File: src/rtl/cond_exec_sequencer.sv
// cond_exec_sequencer: multicycle controller for the conditional-execution unit.
// Accepts one instruction descriptor at a time. Conditional instructions get a
// condition evaluation before execution; "always" instructions skip it. The
// sequencer then waits for the ALU, bounded by a watchdog, and commits or
// squashes. The flag-register write is raised only for committed instructions
// that set flags.
module cond_exec_sequencer #(
    parameter int unsigned TIMEOUT = 15,
    parameter int unsigned CNT_W   = 8,
    parameter logic [2:0]  AL_CODE = 3'b111
) (
    input  logic             clk,
    input  logic             rst,
    input  logic             instr_valid,
    output logic             instr_ready,
    input  logic             instr_setflags,
    input  logic [2:0]       instr_cond,
    input  logic             alu_done,
    input  logic             cu_out,
    output logic             cu_cond_en,
    output logic [2:0]       cu_cond,
    output logic             cu_flag_we,
    output logic             exec_commit,
    output logic             exec_squash,
    output logic             timeout_err,
    output logic             busy,
    output logic [CNT_W-1:0] commit_cnt,
    output logic [CNT_W-1:0] squash_cnt
);

    // The watchdog only has to reach TIMEOUT-1, so it needs clog2(TIMEOUT) bits.
    localparam int unsigned        WD_W     = (TIMEOUT > 1) ? $clog2(TIMEOUT) : 1;
    localparam logic [WD_W-1:0]    WD_LIMIT = WD_W'(TIMEOUT - 1);
    localparam logic [CNT_W-1:0]   CNT_MAX  = {CNT_W{1'b1}};

    typedef enum logic [1:0] {
        ST_IDLE  = 2'd0,
        ST_EVAL  = 2'd1,
        ST_CHECK = 2'd2,
        ST_EXEC  = 2'd3
    } state_t;

    state_t            state_q, state_d;
    logic              setflags_q, setflags_d;
    logic [2:0]        cond_q, cond_d;
    logic [WD_W-1:0]   wd_q, wd_d;
    logic              timeout_err_q, timeout_err_d;
    logic [CNT_W-1:0]  commit_cnt_q, commit_cnt_d;
    logic [CNT_W-1:0]  squash_cnt_q, squash_cnt_d;

    logic              commit_s;
    logic              squash_s;

    // Next-state, latch and watchdog logic; commit/squash decided in the same cycle.
    always_comb begin
        state_d       = state_q;
        setflags_d    = setflags_q;
        cond_d        = cond_q;
        wd_d          = wd_q;
        timeout_err_d = timeout_err_q;
        commit_s      = 1'b0;
        squash_s      = 1'b0;

        case (state_q)
            ST_IDLE: begin
                if (instr_valid) begin
                    setflags_d = instr_setflags;
                    cond_d     = instr_cond;
                    wd_d       = '0;
                    state_d    = (instr_cond == AL_CODE) ? ST_EXEC : ST_EVAL;
                end else begin
                    state_d    = ST_IDLE;
                end
            end
            ST_EVAL: begin
                state_d = ST_CHECK;
            end
            ST_CHECK: begin
                if (cu_out) begin
                    wd_d    = '0;
                    state_d = ST_EXEC;
                end else begin
                    squash_s = 1'b1;
                    state_d  = ST_IDLE;
                end
            end
            ST_EXEC: begin
                // alu_done on the limit cycle still counts as a commit.
                if (alu_done) begin
                    commit_s = 1'b1;
                    state_d  = ST_IDLE;
                end else if (wd_q == WD_LIMIT) begin
                    squash_s      = 1'b1;
                    timeout_err_d = 1'b1;
                    state_d       = ST_IDLE;
                end else begin
                    wd_d = wd_q + WD_W'(1);
                end
            end
            default: begin
                state_d = ST_IDLE;
            end
        endcase
    end

    // Saturating statistics counters.
    always_comb begin
        commit_cnt_d = commit_cnt_q;
        squash_cnt_d = squash_cnt_q;
        if (commit_s && (commit_cnt_q != CNT_MAX)) begin
            commit_cnt_d = commit_cnt_q + CNT_W'(1);
        end else begin
            commit_cnt_d = commit_cnt_q;
        end
        if (squash_s && (squash_cnt_q != CNT_MAX)) begin
            squash_cnt_d = squash_cnt_q + CNT_W'(1);
        end else begin
            squash_cnt_d = squash_cnt_q;
        end
    end

    // State and datapath registers with synchronous reset.
    always_ff @(posedge clk) begin
        if (rst) begin
            state_q       <= ST_IDLE;
            setflags_q    <= 1'b0;
            cond_q        <= 3'b000;
            wd_q          <= '0;
            timeout_err_q <= 1'b0;
            commit_cnt_q  <= '0;
            squash_cnt_q  <= '0;
        end else begin
            state_q       <= state_d;
            setflags_q    <= setflags_d;
            cond_q        <= cond_d;
            wd_q          <= wd_d;
            timeout_err_q <= timeout_err_d;
            commit_cnt_q  <= commit_cnt_d;
            squash_cnt_q  <= squash_cnt_d;
        end
    end

    // Pulses are suppressed during reset so an abandoned instruction never retires.
    assign exec_commit = commit_s & ~rst;
    assign exec_squash = squash_s & ~rst;
    assign cu_flag_we  = commit_s & setflags_q & ~rst;
    assign cu_cond_en  = (state_q == ST_EVAL) & ~rst;
    assign cu_cond     = cond_q;
    assign instr_ready = (state_q == ST_IDLE);
    assign busy        = (state_q != ST_IDLE);
    assign timeout_err = timeout_err_q;
    assign commit_cnt  = commit_cnt_q;
    assign squash_cnt  = squash_cnt_q;

endmodule

File: config.mk
export PLATFORM = sky130hd
export DESIGN_NAME = cond_exec_sequencer
export DESIGN_NICKNAME = d
export VERILOG_FILES = /design/src/rtl/cond_exec_sequencer.sv
export SDC_FILE = /design/constraint.sdc
export NUM_CORES = 1
export LEC_CHECK = 0
export CORE_MARGIN = 2
export CORE_UTILIZATION = 51
export CTS_CLUSTER_DIAMETER = 60
export CTS_CLUSTER_SIZE = 14
export DETAILED_ROUTE_END_ITERATION = 8
export PLACE_DENSITY_LB_ADDON = 0.25
export SLEW_MARGIN = 25
export SYNTH_ARGS = -nofsm -noshare
export SYNTH_HDL_FRONTEND = slang
export SYNTH_SLANG_ARGS = --single-unit
export TNS_END_PERCENT = 50
File: constraint.sdc
create_clock -name clk -period 5.3 [get_ports clk]
set_input_delay 0.795 -clock clk [delete_from_list [all_inputs] [get_ports clk]]
set_output_delay 0.795 -clock clk [all_outputs]
set_load 0.005 [all_outputs]
# ---- Yosys cells after proc, flatten, opt, wreduce, memory -nomap -nowiden
# Index checks and enable logic that the tools add are counted.
dict set report op_classes {
  addsub 3
  mul 0
  div_mod_pow 0
  order_cmp 0
  eq_ne 12
  shifts 0
  muxes 17
  bitwise_logic 7
  n_reduce_logical 8
}
# op n
set op_table {}
lappend op_table {{$add A8 B1 Y8 const B} 2}
lappend op_table {{$mux W4} 4}
lappend op_table {{$ne A8 B8 Y1 const B} 2}
lappend op_table {{$pmux W4 S3} 1}
lappend op_table {{$mux W2} 5}
lappend op_table {{$ne A2 B2 Y1 const B} 4}
lappend op_table {{$pmux W2 S4} 1}
lappend op_table {{$and A1 B1 Y1} 5}
lappend op_table {{$mux W1} 5}
lappend op_table {{$reduce_and A5 Y1} 1}
lappend op_table {{$add A4 B1 Y4 const B} 1}
lappend op_table {{$eq A2 B2 Y1 const B} 2}
lappend op_table {{$eq A4 B4 Y1 const B} 1}
lappend op_table {{$eq A3 B3 Y1 const B} 1}
lappend op_table {{$ne A3 B3 Y1 const B} 1}
lappend op_table {{$reduce_and A3 Y1} 1}
lappend op_table {{$reduce_bool A3 Y1} 1}
lappend op_table {{$eq A2 B1 Y1 const B} 1}
lappend op_table {{$logic_and A1 B1 Y1} 2}
lappend op_table {{$logic_not A2 Y1} 1}
lappend op_table {{$not A1 Y1} 2}
lappend op_table {{$pmux W1 S2} 1}
lappend op_table {{$reduce_and A2 Y1} 1}
lappend op_table {{$reduce_bool A2 Y1} 1}
dict set report totals {
  ff_bits 27
  latchBits 0
  mem_bits_rw 0
  rom_bits 0
  out_inout_bits 26
  wordCells 54
  memories 0
}

# ---- Longest topological paths before layout
# Gate-level depths: netlist of run 1.
dict set report logic_depth {
  word_depth 5
  mapped_depth 7
  depth_no_buf 6
}

# ---- Worst setup path before layout of run 1
# Ideal clock, no wire load.
dict set report synth_timing {
  kind {input to output}
  from {in alu_done}
  to {out exec_squash}
  t_arrival_ns 1.448
  required_ns 4.505
  setup_slack_ns 3.057
  cell_stages 3
  n_path_buf 1
  cell_sequence {o32a_4 buf_2 nor2_1}
}
dict set report synth_between {
  elab_chain_len 3
}
# element line
set synth_rtl {}
lappend synth_rtl {{start, declared} 18} ;# input logic alu_done,
lappend synth_rtl {{$mux W1} 89} ;# if (alu_done) begin
lappend synth_rtl {{$pmux W1 S2} 64} ;# case (state_q)
lappend synth_rtl {{$and A1 B1 Y1} 145} ;# assign exec_squash = squash_s & ~rst;
lappend synth_rtl {{end, declared} 24} ;# output logic exec_squash,
# Every way passes these cells.

# ---- Worst setup path after layout of run 1
# Same ends and word-level chain as after synthesis.

==> results of run 1 <==
==> flip-flops by register name, indices dropped and copies added, names as in the netlist <==
register / flops
squash_cnt: 8
timeout_err: 1
state_q: 2
wd_q: 4
cu_cond: 3
setflags_q: 1
commit_cnt: 8
==> cell type report <==
type	instances	area, um2	area share [%]
inverters	5	18.8	1.09
flip-flops and latches	27	541	31.5
repair buffers	35	348	20.3
multi-input cells	112	744	43.4
well taps	30	37.5	2.19
clock buffers	4	26.3	1.53
==> kinds of logic after synthesis <==
| logic type | synth area share [%] |
|---|---|
| AND/OR/NAND/NOR | 24.5 |
| adder cells (fa/ha/maj) | 3.73 |
| XOR/XNOR | 2.61 |
| flip-flops | 40.3 |
| AO/OA/AOI/OAI | 19.3 |
| multiplexers | 5.31 |
| buffers and inverters | 4.29 |
==> cells in the final DEF (no fill, tap or decap), types with 3 or more instances in the layout <==
master	Yosys	routed
a21oi_1	9	9
and3_1	6	6
clkbuf_4	0	3
clkdlybuf4s50_1	0	34
dfxtp_1	27	27
ha_1	4	4
inv_1	5	5
mux2i_1	6	6
nand3_1	10	10
nor2_1	20	20
nor3_1	4	4
o211ai_1	3	3
o21a_1	3	3
o21ai_0	5	5
o31ai_1	3	3
or4_1	4	4
xor2_1	4	4
==> path summary, 6_finish.rpt <==
| check | startpoint | to | slack, ns | cells after the start |
|---|---|---|---|---|
| worst max-delay path | alu_done | exec_squash | 2.08 | 4 |
| worst min-delay path | setflags_q | setflags_q | 0.51 | 2 |
| worst min register to register | setflags_q | setflags_q | 0.51 | 2 |
| worst max register to register | state_q[1] | squash_cnt[6] | 3.39 | 4 |
==> through the flow <==
stage          hold WS, ns  total power [mW]  util (%)  instances
3_5_place_dp         0.471             0.258      68.2        209
3_3_place_gp         0.474             0.257      68.2        209
2_1_floorplan        0.452             0.239         -        151
6_report             0.505             0.344      69.2        213
5_1_grt              0.536             0.353      69.2        213
4_1_cts              0.509             0.344      69.2        213
==> power by group <==
group,internal [mW],total (mW),switching (mW)
clock,0.0294,0.0904,0.0609
combinational,0.0226,0.0409,0.0183
sequential,0.207,0.212,0.00513
==> worst max-delay path, delay by kind of cell <==
| family | cells | cell delay [ns] |
|---|---|---|
| buffers and inverters | 2 | 1.02 |
| AND/OR/NAND/NOR | 1 | 0.10 |
| AO/OA/AOI/OAI | 1 | 0.50 |
==> per-layer routing <==
layer	part of all wire [%]	wire, um
met1	44	1330
met2	51	1550
met3	4.3	129
met4	0.50	15
met5	0	0
==> flow_summary.toml, run 1 <==
[grt]
met2_usage_pct = 32.7
grtUsageMet1_pct = 24.3
grt_max_degree = 30
grt_pass1_vias = 1135
use_met3_pct = 3.28
overflow = 0
antenna_found_initial = 0
track_usage_pct = 19.1
grt.busiest_layer = "met2"
grt_pass1_wl_um = 4940

[timing]
finalCritPeriodShare_pct = 60.7
fin_setup_tns_ns = 0
drv_slew = 0
tightest_slew_ns = 0.439
min_period_ns = 3.22
rsz0062_at_grt = "false"
setup_viol = 0
fin_ws_ns = 2.08
slew_headroom_pct = 70.6
hold_viol = 0
timing.fmax_mhz = 311
skew_ns = 0.00370

[layout]
antenna_cells = 0
design_area_um2 = 1720
area_delta_synth_final_pct = 27.8
nNetsFinal = 197
fillers = 213
drive_above_1_share_pct = 5.46

[synth]
yosys_register_bits = 27
synth_top_cell_by_area = "dfxtp_1"
synth_top_area_share_pct = 40.3
postSynthCellCount = 151
yosysWarnings = 0
synth_edf_count = 0
ys_seq_area_share_pct = 40.3
synth_fp_nets = 164
post_synth_num_cell_types = 42
ys.flop_type = "dfxtp_1"
syn_area_per_cell_um2 = 8.89
netlist_area_um2 = 1340
ys_top_cells_by_count = "dfxtp_1, nor2_1, nand3_1"
synthArstFlopShare_pct = 0
yosysMostFrequentCell = "dfxtp_1"
synth.area.top_cells = "dfxtp_1, nor2_1, mux2i_1"

[power_and_ir_drop]
leakagePower_nw = 0.625
power.density_nw_per_um2 = 200
ir_drop_uv = 162

[run_status]
status = "finished clean"

[drt]
routedWlPerCell_um = 14.2
viasPerCell = 5.92
routed_wl_um = 3020
vias = 1262
route.detailed.drc = 0
ant_nets = 0
firstDrtPassIters = 4
initialDrtViolationCount = 33

[clock_network]
path_clk_slew_ns = 0.14
clock_latency_ns = 0.32
cts_tree = "built"
numCtsBuffers = 3
clock-sinks = 27
hold_buffers = 0
ctsResizeCount = 0
cts_root_buf = "clkbuf_4"
h-tree-depth = 1
max-clock-path-buffers = 2
cts_setup_buffers = 0

[critical_path]
cp_slowest_stage_delay_ns = 0.52
start_kind = "input pin"
path_cells = "clkdlybuf4s50_1 > o32a_4 > nor2_1 > clkdlybuf4s50_1"
crit_required_ns = 4.51
crit_path_frequent_cell = "clkdlybuf4s50_1"
critPathKind = "in -> out"
cp.arrival_ns = 2.42
critPathMaxFanout = 16
crit_slowest_cell = "clkdlybuf4s50_1"
worst_setup_path_end_kind = "output pin"

[worst_hold_path]
min_path_type = "reg -> reg"

[die]
chipWidth_um = 55.3
ios = 35
coreArea_um2 = 2480
die-area_um2 = 3060
die_h_um = 55.3
start_util_pct = 54.2
rows = 18

[placement]
dpl_cell_area_um2 = 1690
place_hpwl_um = 2160
pre_cts_ws_ns = 2.09
place_congestion = 0.796
io_buffer_count = 34

[job]
max_cap_viol_count = 0
Note: power is estimated with default switching activity, not from simulation.
==> run 2: changes to the inputs <==
Settings changed: CORE_UTILIZATION 51 to 43.
Clock period 5.3 ns to 2.85 ns, I/O delays scaled along.
==> flow_summary.toml, run 2 (synthesis gave the netlist of run 1 again) <==
[die]
coreArea_um2 = 3000
die-area_um2 = 3590
start_util_pct = 44.7
die_h_um = 59.9
ios = 35
chipWidth_um = 59.9
rows = 20

[clock_network]
ctsResizeCount = 0
cts_setup_buffers = 0
clock_latency_ns = 0.31
cts_root_buf = "clkbuf_4"
numCtsBuffers = 3
clock-sinks = 27
max-clock-path-buffers = 2
cts_tree = "built"
h-tree-depth = 1
path_clk_slew_ns = 0.14
hold_buffers = 0

[grt]
grt_pass1_vias = 1130
overflow = 0
track_usage_pct = 17.9
grt_max_degree = 18
antenna_found_initial = 0
grt_pass1_wl_um = 4920

[critical_path]
r2r-end = "squash_cnt[6]"
path_cells = "nand2_4 > o32a_4 > nor2_1 > clkdlybuf4s50_1"
crit_required_ns = 2.42
crit_slowest_cell = "dfxtp_1"
crit_family = "flip-flops"
reg2reg_slack_ns = 0.96
worst-path-buf-inv = 1
start_kind = "register"
cp-startpoint = "state_q[1]"
critPathCapture = "exec_squash"
worst-path-stages = 4
cp_slowest_stage_delay_ns = 0.55
cp.arrival_ns = 2.06
ff2ff_path_depth = 4
worst_setup_path_end_kind = "output pin"
reg2reg_from = "state_q[1]"
critPathKind = "reg -> out"
critPathMaxFanout = 16

[layout]
drive_above_1_share_pct = 5.98
seq_area_um2 = 541
mostFrequentLayoutCell = "clkdlybuf4s50_1"
antenna_cells = 0
final_cell_mix = "clkdlybuf4s50_1, dfxtp_1, nor2_1, nand3_1, a21oi_1"
nNetsFinal = 198
multiInputGateArea_um2 = 744
area_delta_synth_final_pct = 28.6
fillers = 276

[run_status]
status = "finished clean"

[drt]
vias = 1256
routed_wl_um = 2970
ant_nets = 0
viasPerCell = 5.79
initialDrtViolationCount = 70
routedWlPerCell_um = 13.7
route.detailed.drc = 0
firstDrtPassIters = 4

[timing]
setup_viol = 0
slew_headroom_pct = 71.5
fin_setup_tns_ns = 0
hold_viol = 0
finalCritPeriodShare_pct = 87.3
rsz0062_at_grt = "false"
tightest_slew_ns = 0.424
skew_ns = 0.00394
min_period_ns = 2.49
drv_slew = 0
timing.fmax_mhz = 402

[placement]
place_hpwl_um = 2270
io_buffer_count = 34
place_congestion = 0.818

[power_and_ir_drop]
ir_drop_uv = 259
leakagePower_nw = 0.630
power.density_nw_per_um2 = 367
finalPower_mw = 0.635

[worst_hold_path]
min_path_type = "reg -> reg"
holdPathStages = 1

[job]
max_cap_viol_count = 0
==> run 2: changes by cell type in the layout (fill, tap and decap cells not counted), sizes merged <==
cell	change
buf	+1
==> run 2: where the power goes <==
group | leakage [nW] | switching, mW | internal, mW | total [mW]
Sequential | 0.219 | 0.00978 | 0.385 | 0.395
Combinational | 0.396 | 0.0360 | 0.0429 | 0.0789
Clock | 0.0150 | 0.106 | 0.0547 | 0.161
==> run 2: how the worst min path moves through the flow <==
| stage | start | slack [ns] | end |
|---|---|---|---|
| after floorplan | setflags_q | 0.45 | setflags_q |
| after global placement | timeout_err | 0.46 | timeout_err |
| after detailed placement | timeout_err | 0.47 | timeout_err |
| after CTS | timeout_err | 0.50 | timeout_err |
| after global routing | timeout_err | 0.52 | timeout_err |
| final | timeout_err | 0.50 | timeout_err |
==> run 2: per-stage QoR <==
stage | hold WS, ns | worst slack, ns | cells | area [um2] | util (%)
after floorplan | 0.452 | 1.16 | 151 | 1340 | -
after global routing | 0.521 | 0.224 | 217 | 1730 | 57.5
after global placement | 0.461 | 0.380 | 213 | 1700 | 56.6
final | 0.500 | 0.361 | 217 | 1730 | 57.5
after CTS | 0.502 | 0.367 | 217 | 1730 | 57.5
after detailed placement | 0.470 | 0.374 | 213 | 1700 | 56.6
==> run 2: cell type report <==
cell class / count / share of cell area, %
clock buffer: 4 / 1.52
inverter: 5 / 1.09
multi-input combinational: 112 / 43.1
sequential: 27 / 31.3
tap: 33 / 2.39
timing repair buffer: 36 / 20.6
==> run 2: per-layer routing <==
| layer | vias to the layer above | track usage, % | wire, um |
|---|---|---|---|
| met5 | - | 0 | 0 |
| met4 | 0 | 8.57 | 41 |
| met1 | 583 | 22.0 | 1310 |
| li1 | 637 | - | - |
| met2 | 32 | 29.8 | 1460 |
| met3 | 4 | 3.25 | 155 |
==> run 3: changes to the inputs <==
Settings changed: CORE_UTILIZATION 43 to 51, CTS_BUF_LIST set to sky130_fd_sc_hd__clkbuf_16, MAX_ROUTING_LAYER set to met4.
Clock period 2.85 ns to 3 ns, I/O delays scaled along.
==> flow_summary.toml, run 3 (synthesis gave the netlist of run 1 again) <==
[worst_hold_path]
holdPathEnd = "timeout_err"
hp-start = "timeout_err"
min_path_type = "reg -> reg"
holdPathStages = 1

[clock_network]
clock_latency_ns = 0.26
ctsResizeCount = 0
max-clock-path-buffers = 2
path_clk_slew_ns = 0.06
hold_buffers = 0
clock-sinks = 27
numCtsBuffers = 3
h-tree-depth = 1
cts_root_buf = "clkbuf_16"
cts_tree = "built"
cts_setup_buffers = 0

[die]
die-area_um2 = 3060
start_util_pct = 54.2
ios = 35
rows = 18
coreArea_um2 = 2480
die_h_um = 55.3
chipWidth_um = 55.3

[grt]
track_usage_pct = 20.6
grt_pass1_vias = 1159
overflow = 0
grt_max_degree = 23
antenna_found_initial = 0
grt_pass1_wl_um = 5070

[critical_path]
cp_slowest_stage_delay_ns = 0.52
cp.arrival_ns = 2.09
reg2reg_slack_ns = 1.14
critPathKind = "in -> out"
ff2ff_path_depth = 4
reg2reg_from = "state_q[1]"
crit_path_frequent_cell = "clkdlybuf4s50_1"
start_kind = "input pin"
path_cells = "clkdlybuf4s50_1 > o32a_4 > nor2_1 > clkdlybuf4s50_1"
critPathMaxFanout = 16
r2r-end = "squash_cnt[6]"
cp-startpoint = "alu_done"
crit_slowest_cell = "clkdlybuf4s50_1"
crit_required_ns = 2.55
worst_setup_path_end_kind = "output pin"

[timing]
skew_ns = 0.00303
setup_viol = 0
rsz0062_at_grt = "false"
slew_headroom_pct = 68.6
fin_setup_tns_ns = 0
tightest_slew_ns = 0.469
min_period_ns = 2.54
timing.fmax_mhz = 394
finalCritPeriodShare_pct = 84.5
hold_viol = 0
drv_slew = 0

[power_and_ir_drop]
leakagePower_nw = 0.652
p_sw_share_pct = 21.7
switchingPower_mw = 0.162
pwr-share-clk_pct = 39.9
power.density_nw_per_um2 = 422
p_int_mw = 0.584
ir_drop_uv = 368
comb_power_share_pct = 9.9
p_seq_share_pct = 50.2

[layout]
drive_above_1_share_pct = 5.46
multiInputGateArea_um2 = 744
area_delta_synth_final_pct = 31.7
antenna_cells = 0
layout.cells.non_filler = 213
mostFrequentLayoutCell = "clkdlybuf4s50_1"
seq_area_um2 = 541
nNetsFinal = 197
final_cell_mix = "clkdlybuf4s50_1, dfxtp_1, nor2_1, nand3_1, a21oi_1"
fillers = 206

[placement]
place_hpwl_um = 2210
place_inst = 209
place_congestion = 0.826
io_buffer_count = 34

[run_status]
status = "finished clean"

[drt]
firstDrtPassIters = 4
vias = 1277
ant_nets = 0
initialDrtViolationCount = 40
routed_wl_um = 2960
viasPerCell = 6.00
routedWlPerCell_um = 13.9
route.detailed.drc = 0

[job]
max_cap_viol_count = 0
## run 3: cell count changes in the layout (fill, tap and decap cells not counted)
cell       change
inv_1          +1
clkbuf_1       -1
buf_4          -1
clkbuf_16      +3
clkbuf_4       -3
## run 3: final cells by class
cell class,instances,share of cell area [%]
sequential,27,30.6
timing repair buffer,35,19.7
clock inverter,1,0.212
inverter,5,1.06
tap,30,2.12
multi-input combinational,112,42.1
clock buffer,3,4.25
## run 3: how the worst max path moves through the flow
stage          depth (start not counted)             to
2_1_floorplan                          6  squash_cnt[6]
3_3_place_gp                           4    exec_squash
3_5_place_dp                           4    exec_squash
4_1_cts                                4    exec_squash
5_1_grt                                4    exec_squash
6_report                               4    exec_squash
## run 3: metal layers
metal | GRT usage, % | wire [um] | up-vias
met5 | - | 0 | -
met4 | 6.97 | 25 | 0
met3 | 5.62 | 192 | 4
met2 | 31.6 | 1430 | 44
met1 | 26.3 | 1320 | 602
li1 | - | - | 627
## run 3: worst max-delay path: cells and delay by family
kind | cells | cell delay [ns]
buffers and inverters | 2 | 1.03
AOI/OAI and AO/OA | 1 | 0.50
and+or+nand+nor | 1 | 0.11
## run 3: through the flow
stage	cell area (um2)	hold slack, ns	utilization, %	power, mW	setup slack, ns
floorplan	1340	0.452	-	0.423	1.31
global placement	1690	0.456	68.2	0.454	0.496
detailed placement	1690	0.469	68.2	0.457	0.458
CTS	1770	0.485	71.4	0.754	0.458
global route	1770	0.511	71.4	0.769	0.351
finish	1770	0.477	71.4	0.746	0.464
## run 3: power by group through the flow
stage               logic, mW  clock network [mW]  registers, mW
floorplan              0.0450                   0          0.378
global placement       0.0712                   0          0.382
detailed placement     0.0737                   0          0.383
CTS                    0.0743               0.305          0.375
global route           0.0812               0.312          0.376
finish                 0.0740               0.297          0.375
